===== config.mk =====
export PLATFORM = sky130hd
export DESIGN_NAME = dht11_responder
export DESIGN_NICKNAME = d
export VERILOG_FILES = /design/src/rtl/dht11_responder.sv
export SDC_FILE = /design/constraint.sdc
export NUM_CORES = 1
export LEC_CHECK = 0
export ABC_AREA = 0
export BUFFER_PORTS_ARGS = -buffer_cell sky130_fd_sc_hd__buf_2
export CAP_MARGIN = 25
export CORE_UTILIZATION = 30
export DETAILED_ROUTE_END_ITERATION = 12
export GPL_TIMING_DRIVEN = 0
export PLACE_DENSITY_LB_ADDON = 0.08
export SLEW_MARGIN = 30
export SYNTH_ARGS = -nofsm -noshare
export SYNTH_HDL_FRONTEND = slang
export SYNTH_SLANG_ARGS = --single-unit
export TNS_END_PERCENT = 20

===== constraint.sdc =====
create_clock -name clk -period 3.35 [get_ports clk]
set_input_delay 0.67 -clock clk [delete_from_list [all_inputs] [get_ports clk]]
set_output_delay 0.67 -clock clk [all_outputs]
set_load 0.05 [all_outputs]

===== src/rtl/dht11_responder.sv =====
// DHT11 sensor emulator: qualifies a host start pulse, then answers with
// the 80/80 us response and a 40-bit reading (4 bytes + checksum).
// Ports: clk, rst (sync, active high), dht_in (line level),
//   dht_oe (1 = pull line low), humidity_int/float,
//   temperature_int/float (reading bytes), busy, frame_done (pulse).
// Option: define DHT_ERR_INJECT_EN to add err_inject, which flips
//   checksum bit 0 when the reading is snapshotted.
module dht11_responder #(
  parameter int CLKS_PER_US   = 50,
  parameter int START_MIN_US  = 18000,
  parameter int RESP_DELAY_US = 30,
  parameter int BIT0_HIGH_US  = 26,
  parameter int BIT1_HIGH_US  = 70
) (
  input  logic       clk,
  input  logic       rst,
  input  logic       dht_in,
  output logic       dht_oe,
  input  logic [7:0] humidity_int,
  input  logic [7:0] humidity_float,
  input  logic [7:0] temperature_int,
  input  logic [7:0] temperature_float,
`ifdef DHT_ERR_INJECT_EN
  input  logic       err_inject,
`endif
  output logic       busy,
  output logic       frame_done
);

  localparam int START_C = START_MIN_US * CLKS_PER_US;
  localparam int DELAY_C = RESP_DELAY_US * CLKS_PER_US;
  localparam int RESP_C  = 80 * CLKS_PER_US;
  localparam int LOW_C   = 50 * CLKS_PER_US;
  localparam int B0_C    = BIT0_HIGH_US * CLKS_PER_US;
  localparam int B1_C    = BIT1_HIGH_US * CLKS_PER_US;

  localparam int M1 = (START_C > DELAY_C) ? START_C : DELAY_C;
  localparam int M2 = (RESP_C > LOW_C) ? RESP_C : LOW_C;
  localparam int M3 = (B0_C > B1_C) ? B0_C : B1_C;
  localparam int M4 = (M1 > M2) ? M1 : M2;
  localparam int MAXC = (M4 > M3) ? M4 : M3;
  localparam int CW = $clog2(MAXC + 1);

  localparam logic [CW-1:0] START_END = CW'(START_C - 1);
  localparam logic [CW-1:0] DELAY_END = CW'(DELAY_C - 1);
  localparam logic [CW-1:0] RESP_END  = CW'(RESP_C - 1);
  localparam logic [CW-1:0] LOW_END   = CW'(LOW_C - 1);
  localparam logic [CW-1:0] B0_END    = CW'(B0_C - 1);
  localparam logic [CW-1:0] B1_END    = CW'(B1_C - 1);
  localparam logic [CW-1:0] ONE       = CW'(1);

  typedef enum logic [3:0] {
    IDLE,
    START_LOW,
    WAIT_REL,
    RESP_DELAY,
    RESP_LOW,
    RESP_HIGH,
    BIT_LOW,
    BIT_HIGH,
    END_LOW
  } state_t;

  state_t        state;
  logic [CW-1:0] cnt;
  logic [5:0]    bit_idx;
  logic [39:0]   shreg;
  logic          sync1;
  logic          sync2;
  logic          line;
  logic [7:0]    sum;
  logic [7:0]    chk;
  logic [CW-1:0] hi_end;

  always_ff @(posedge clk) begin
    if (rst) begin
      sync1 <= 1'b1;
      sync2 <= 1'b1;
    end else begin
      sync1 <= dht_in;
      sync2 <= sync1;
    end
  end

  assign line = sync2;

  assign sum = humidity_int + humidity_float
             + temperature_int + temperature_float;

`ifdef DHT_ERR_INJECT_EN
  assign chk = sum ^ {7'd0, err_inject};
`else
  assign chk = sum;
`endif

  // High width of the bit currently at the head of the shift register.
  assign hi_end = shreg[39] ? B1_END : B0_END;

  always_ff @(posedge clk) begin
    if (rst) begin
      state      <= IDLE;
      cnt        <= '0;
      bit_idx    <= '0;
      shreg      <= '0;
      dht_oe     <= 1'b0;
      busy       <= 1'b0;
      frame_done <= 1'b0;
    end else begin
      frame_done <= 1'b0;
      unique case (state)
        IDLE: begin
          if (!line) begin
            cnt   <= '0;
            state <= START_LOW;
          end
        end
        START_LOW: begin
          if (line) begin
            state <= IDLE;
          end else if (cnt == START_END) begin
            cnt   <= '0;
            busy  <= 1'b1;
            state <= WAIT_REL;
          end else begin
            cnt <= cnt + ONE;
          end
        end
        WAIT_REL: begin
          if (line) begin
            cnt   <= '0;
            state <= RESP_DELAY;
          end else if (cnt != '1) begin
            cnt <= cnt + ONE;
          end
        end
        RESP_DELAY: begin
          if (cnt == DELAY_END) begin
            cnt   <= '0;
            shreg <= {humidity_int, humidity_float,
                      temperature_int, temperature_float, chk};
            dht_oe <= 1'b1;
            state <= RESP_LOW;
          end else begin
            cnt <= cnt + ONE;
          end
        end
        RESP_LOW: begin
          if (cnt == RESP_END) begin
            cnt    <= '0;
            dht_oe <= 1'b0;
            state  <= RESP_HIGH;
          end else begin
            cnt <= cnt + ONE;
          end
        end
        RESP_HIGH: begin
          if (cnt == RESP_END) begin
            cnt     <= '0;
            bit_idx <= '0;
            dht_oe  <= 1'b1;
            state   <= BIT_LOW;
          end else begin
            cnt <= cnt + ONE;
          end
        end
        BIT_LOW: begin
          if (cnt == LOW_END) begin
            cnt    <= '0;
            dht_oe <= 1'b0;
            state  <= BIT_HIGH;
          end else begin
            cnt <= cnt + ONE;
          end
        end
        BIT_HIGH: begin
          if (cnt == hi_end) begin
            cnt    <= '0;
            shreg  <= {shreg[38:0], 1'b0};
            dht_oe <= 1'b1;
            if (bit_idx == 6'd39) begin
              state <= END_LOW;
            end else begin
              bit_idx <= bit_idx + 6'd1;
              state   <= BIT_LOW;
            end
          end else begin
            cnt <= cnt + ONE;
          end
        end
        END_LOW: begin
          if (cnt == LOW_END) begin
            cnt        <= '0;
            dht_oe     <= 1'b0;
            busy       <= 1'b0;
            frame_done <= 1'b1;
            state      <= IDLE;
          end else begin
            cnt <= cnt + ONE;
          end
        end
        default: begin
          state  <= IDLE;
          dht_oe <= 1'b0;
          busy   <= 1'b0;
        end
      endcase
    end
  end

endmodule


==> impl_metrics.tcl, run 1 <==
set metrics [dict create \
    status "finished, final reports clean" \
    period_needed_ps 3210 \
    drtAntennaViolNets 0 \
    port_buffers 37 \
    drive_gt1_frac 0.159 \
    max_freq_ghz 0.311 \
    fin_area_um2 5310 \
    final_max_slew_viol_count 0 \
    antenna_found_initial 0 \
    drt_wl_total_um 13100 \
    mappedNetlistArea_um2 4520 \
    ys_warn_count 0 \
    power.density_nw_per_um2 501 \
    worstPathMaxFanout 2 \
    overflow 0 \
    clk_latency_ps 340 \
    hp-class "reg2reg" \
    fill_cells 1565 \
    holdBufCountCts 0 \
    core_um2 14600 \
    cts_tree "yes" \
    ir_drop_v 0.000239 \
    dp_cells 805 \
    fin_cells 824 \
    area_growth_pct 17.6 \
    clock_path_buffers 2 \
    netlist_instances 584 \
    grt_max_degree 13 \
    synthArstFlopShare 0 \
    r2r_slack_ps 680 \
    detail_route.wl_per_cell_um 15.9 \
    antenna_cells 0 \
    drcViolationCount 0 \
    dp_hpwl_um 9840 \
    final-seq-area_um2 1500 \
    criticalPathCategory "in2reg" \
    via_per_inst 5.18 \
    tightest_slew_ps 818 \
    avgSynthCellArea_um2 7.74 \
    grt_pass1_wl_um 22100 \
    rows 44 \
    drv_cap 0 \
    final_cell_mix "108 x nand2_1, 75 x dfxtp_1, 68 x nor2_1" \
    pre_cts_ws_ps -390 \
    fin_nets 693 \
    whs_endpoint "line$_SDFF_PP1_" \
    drt_iter0_drc 258 \
    worstHoldStart "sync1$_SDFF_PP1_" \
    synthTopCellsByArea "dfxtp_1 33%, nand2_1 9.0%, a311oi_1 7.0%" \
    crit_family "adder cells" \
    synth_fp_nets 642 \
    regToRegEndpoint "cnt[1]$_SDFFE_PP0P_" \
    r2r-start "state[0]$_SDFFE_PP0P_" \
    cp-end-kind "register" \
    synth_cell_types 59 \
    dieHeight_um 125 \
    crit_chain "buf_8 -> inv_4 -> fa_1 -> inv_2 -> fa_1 -> ha_2 -> inv_2 -> fa_2 -> nor2b_1 -> o21ai_1 -> nand2b_1 -> a31oi_2 -> xnor2_1 -> o221ai_2 -> a21oi_1" \
    initial_utilization 0.310 \
    cp_slowest_cell "fa_1" \
    p_leak_nw 2.04 \
    worstSetupStartpointType "primary input" \
    yosys.area.top_type "dfxtp_1" \
    synth_flop_cell "dfxtp_1" \
    ff2ff_path_depth 8 \
    cp.required_ps 3540 \
    setup_viol 0 \
    arrival_ps 3410 \
    first_global_vias 4268 \
    synth-seq-cells 75 \
    ios 38 \
    crit_buf_inv 4 \
    cts-buffers-inserted 9 \
    finish.utilization 0.364 \
    hold_viol_final 0 \
    via_count 4272 \
    ys_seq_area_frac 0.332 \
    synth_edf_count 0 \
    die_w_um 125 \
    hold_path_depth 1 \
    min_period_over_period 0.959 \
    slew_headroom 0.447 \
    power_mw 2.66 \
    cts.sinks 75 \
    rsz0062_at_grt "true" \
    max_stage_delay_ps 580 \
    die-area_um2 15600 \
    cts.clk_slew.worst_paths_ps 60 \
    dr.pass1.iters 5 \
    setup_ws_ps 136 \
    skew_ps 4.78 \
    multi_input_area_um2 2700 \
    track_usage 0.179 \
    htree_levels 3 \
    place.gp.congestion 0.817 \
    synth_top_area_frac 0.332 \
    layout_commonest_cell "nand2_1" \
    cts_root_buf "clkbuf_16" \
    postPlaceCellArea_um2 4930 \
]
==> cell usage after synthesis, drive strengths merged, types with 4 or more instances <==
| master | count |
|---|---|
| ha | 9 |
| nand2b | 7 |
| nor2b | 4 |
| buf | 18 |
| nor3b | 4 |
| nor3 | 13 |
| and3 | 6 |
| a31oi | 10 |
| nand3 | 26 |
| nand4b | 4 |
| nand2 | 110 |
| o21ai | 15 |
| nor4 | 10 |
| a311oi | 36 |
| a21oi | 19 |
| fa | 14 |
| or2 | 4 |
| nand4 | 13 |
| dfxtp | 75 |
| nor2 | 68 |
| inv | 39 |
| clkbuf | 25 |
| xnor2 | 9 |
| xor2 | 11 |
==> kinds of logic (layout without fill, tap and decap cells) <==
kind of cell	after synthesis	in the layout	share of synthesized area
AO/OA/AOI/OAI	101	101	0.164
XOR/XNOR	20	20	0.0388
adder cells (fa/ha/maj)	23	23	0.0869
multiplexers	3	3	0.00664
AND/OR/NAND/NOR	280	280	0.297
flip-flops	75	75	0.332
buffers and inverters	82	138	0.0750
==> worst max path at each step <==
stage                  startpoint                     to  slack (ps)  cells past startpoint
4_1_cts           humidity_int[1]  shreg[7]$_SDFFE_PP0P_          50                     15
5_1_grt        temperature_int[1]  shreg[7]$_SDFFE_PP0P_         -30                     15
3_3_place_gp      humidity_int[1]  shreg[7]$_SDFFE_PP0P_        -410                     15
2_1_floorplan     humidity_int[1]  shreg[7]$_SDFFE_PP0P_         160                     14
6_report       temperature_int[1]  shreg[7]$_SDFFE_PP0P_         140                     15
3_5_place_dp      humidity_int[1]  shreg[7]$_SDFFE_PP0P_        -390                     15
==> timing repair <==
item,4_1_cts,5_1_grt
gates resized for setup,1,15
buffers inserted,0,3
pin swaps,0,10
setup endpoints to repair,1,2
==> layout make-up <==
type | count | area share
Buffer | 43 | 0.0363
Clock buffer | 12 | 0.0502
Clock inverter | 4 | 0.00895
Inverter | 39 | 0.0280
Multi-Input combinational cell | 427 | 0.508
Sequential cell | 75 | 0.283
Tap cell | 184 | 0.0433
Timing Repair Buffer | 40 | 0.0426
==> power by group <==
part           total [mW]  internal [mW]  switching, mW  leakage (nW)
registers           0.962          0.933         0.0287         0.605
clock network        1.03          0.635          0.393         0.155
logic               0.672          0.262          0.410          1.28
total                2.66           1.83          0.832          2.04
==> state kept, by name, summed over array words and instances, names as in the netlist <==
name / flops
shreg: 40
cnt: 20
bit_idx: 6
state: 4
busy: 1
dht_oe: 1
frame_done: 1
line: 1
sync1: 1
==> metal layers <==
layer	vias up	track usage	wire length, um
met5	-	0	0
met4	0	0.0510	223
met3	17	0.0481	606
met2	107	0.291	6190
met1	2015	0.230	6060
li1	2133	-	-
==> stage by stage <==
step	TNS, ps	hold WS (ps)
after floorplan	0	389
after global placement	-761	400
after detailed placement	-697	398
after CTS	0	413
after global routing	-26.4	432
final	0	408
Note: power is estimated with default switching activity, not from simulation.
==> run 2, diff against run 1 <==
--- a/config.mk
+++ b/config.mk
@@ -10,7 +10,8 @@
 export CAP_MARGIN = 25
 export CORE_UTILIZATION = 30
 export DETAILED_ROUTE_END_ITERATION = 12
-export GPL_TIMING_DRIVEN = 0
+export GPL_ROUTABILITY_DRIVEN = 0
+export GPL_TIMING_DRIVEN = 1
 export PLACE_DENSITY_LB_ADDON = 0.08
 export SLEW_MARGIN = 30
 export SYNTH_ARGS = -nofsm -noshare
==> impl_metrics.tcl, run 2 (synthesis results as in run 1) <==
set metrics [dict create \
    r2r_slack_ps 490 \
    grt_pass1_wl_um 20500 \
    crit_chain "buf_2 -> inv_1 -> fa_1 -> inv_1 -> fa_1 -> ha_1 -> inv_1 -> fa_1 -> nor2b_1 -> o21ai_0 -> nand2b_1 -> a31oi_1 -> xnor2_1 -> o221ai_1 -> a21oi_1" \
    cts_tree "yes" \
    hold_viol_final 0 \
    setup_ws_ps 258 \
    startpoint "humidity_int[1]" \
    pre_cts_ws_ps -101 \
    htree_levels 3 \
    rsz0062_at_grt "false" \
    cp.required_ps 3630 \
    track_usage 0.165 \
    drive_gt1_frac 0.127 \
    rows 44 \
    die_w_um 125 \
    arrival_ps 3370 \
    slew_headroom 0.472 \
    largest_reg_flops 40 \
    skew_ps 7.69 \
    p_leak_nw 1.95 \
    cp-end-kind "register" \
    clk_latency_ps 350 \
    layout_commonest_cell "nand2_1" \
    port_buffers 37 \
    grt_max_degree 79 \
    hp-class "reg2reg" \
    cts_root_buf "clkbuf_16" \
    cts.sinks 75 \
    regMostFlops "shreg" \
    critPathCapture "shreg[7]$_SDFFE_PP0P_" \
    dieHeight_um 125 \
    cts-buffers-inserted 9 \
    initial_utilization 0.310 \
    setup_viol 0 \
    ir_drop_v 0.000275 \
    max_freq_ghz 0.323 \
    period_needed_ps 3090 \
    r2r-start "cnt[0]$_SDFFE_PP0P_" \
    first_global_vias 3985 \
    min_period_over_period 0.923 \
    max_stage_delay_ps 530 \
    status "finished, final reports clean" \
    clock_path_buffers 2 \
    crit_buf_inv 4 \
    antenna_found_initial 0 \
    via_count 4056 \
    final_cell_mix "108 x nand2_1, 75 x dfxtp_1, 68 x nor2_1" \
    worstSetupStartpointType "primary input" \
    final_max_slew_viol_count 0 \
    fin_area_um2 5120 \
    detail_route.wl_per_cell_um 14.9 \
    ff2ff_path_depth 8 \
    cts.clk_slew.worst_paths_ps 50 \
    cts_resized 0 \
    postPlaceCellArea_um2 4840 \
    core_um2 14600 \
    drt_iter0_drc 237 \
    drv_cap 0 \
    worst-path-stages 15 \
    holdBufCountCts 0 \
    worstPathMaxFanout 2 \
    antenna_cells 0 \
    via_per_inst 5.15 \
    postCtsSetupRepairBufs 0 \
    dr.pass1.iters 5 \
    drt_wl_total_um 11800 \
    regToRegEndpoint "cnt[6]$_SDFFE_PP0P_" \
    power.density_nw_per_um2 492 \
    top_regs "shreg: 40 flops, cnt: 20 flops, bit_idx: 6 flops" \
    tightest_slew_ps 793 \
    criticalPathCategory "in2reg" \
    die-area_um2 15600 \
    drcViolationCount 0 \
    drtAntennaViolNets 0 \
    fin_nets 657 \
    dp_hpwl_um 8220 \
    ios 38 \
    cp_slowest_cell "fa_1" \
    overflow 0 \
    area_growth_pct 13.2 \
    crit_family "adder cells" \
]
-- run 2: cell count changes in the layout (fill, tap and decap cells not counted), sizes merged --
cell	before	now
bufinv	1	0
clkbuf	37	14
clkinvlp	1	0
buf	58	47
-- run 2: final cells by class --
class,instances,area [um^2]
clock buffer,14,264
tap,184,230
inverter,39,146
timing repair buffer,47,273
clock inverter,2,10.0
sequential,75,1500
fill,1534,9470
multi-input combinational,427,2690
-- run 2: how the worst min path moves through the flow --
stage                                start              end  slack [ps]  cells past startpoint
after CTS                 sync1$_SDFF_PP1_  line$_SDFF_PP1_         420                      1
after global routing      sync1$_SDFF_PP1_  line$_SDFF_PP1_         430                      1
after floorplan           sync1$_SDFF_PP1_  line$_SDFF_PP1_         390                      1
after global placement    sync1$_SDFF_PP1_  line$_SDFF_PP1_         400                      1
after detailed placement  sync1$_SDFF_PP1_  line$_SDFF_PP1_         400                      1
final                     sync1$_SDFF_PP1_  line$_SDFF_PP1_         410                      1
-- run 2: power by group --
group | leakage (nW) | switching (mW) | internal [mW]
combinational | 1.21 | 0.370 | 0.250
clock | 0.137 | 0.372 | 0.540
sequential | 0.605 | 0.0509 | 0.934
total | 1.95 | 0.793 | 1.72
-- run 2: through the flow --
step / total power [mW] / util / hold slack (ps) / std cells / setup TNS [ps]
floorplan: 1.45 / - / 389 / 584 / 0
global placement: 1.63 / 0.332 / 403 / 772 / -117
detailed placement: 1.63 / 0.332 / 403 / 772 / -165
CTS: 2.57 / 0.351 / 419 / 788 / 0
global route: 2.70 / 0.351 / 435 / 788 / 0
finish: 2.52 / 0.351 / 411 / 788 / 0
-- run 2: worst reg2reg max path: stages (launching register included) --
cell and delay (ps):
dfxtp_1 390, ha_1 300, nand3_1 230, nor4_1 740, a41o_1 490, buf_4 270, nor4_1 60, o21ai_0 170
a21oi_1 80
-- run 2: metal layers --
| metal | up-vias | share of wire | global-route usage |
|---|---|---|---|
| met2 | 64 | 0.46 | 0.265 |
| met5 | - | 0 | 0 |
| met1 | 1919 | 0.49 | 0.215 |
| met3 | 13 | 0.032 | 0.0387 |
| met4 | 0 | 0.016 | 0.0609 |
| li1 | 2060 | - | - |
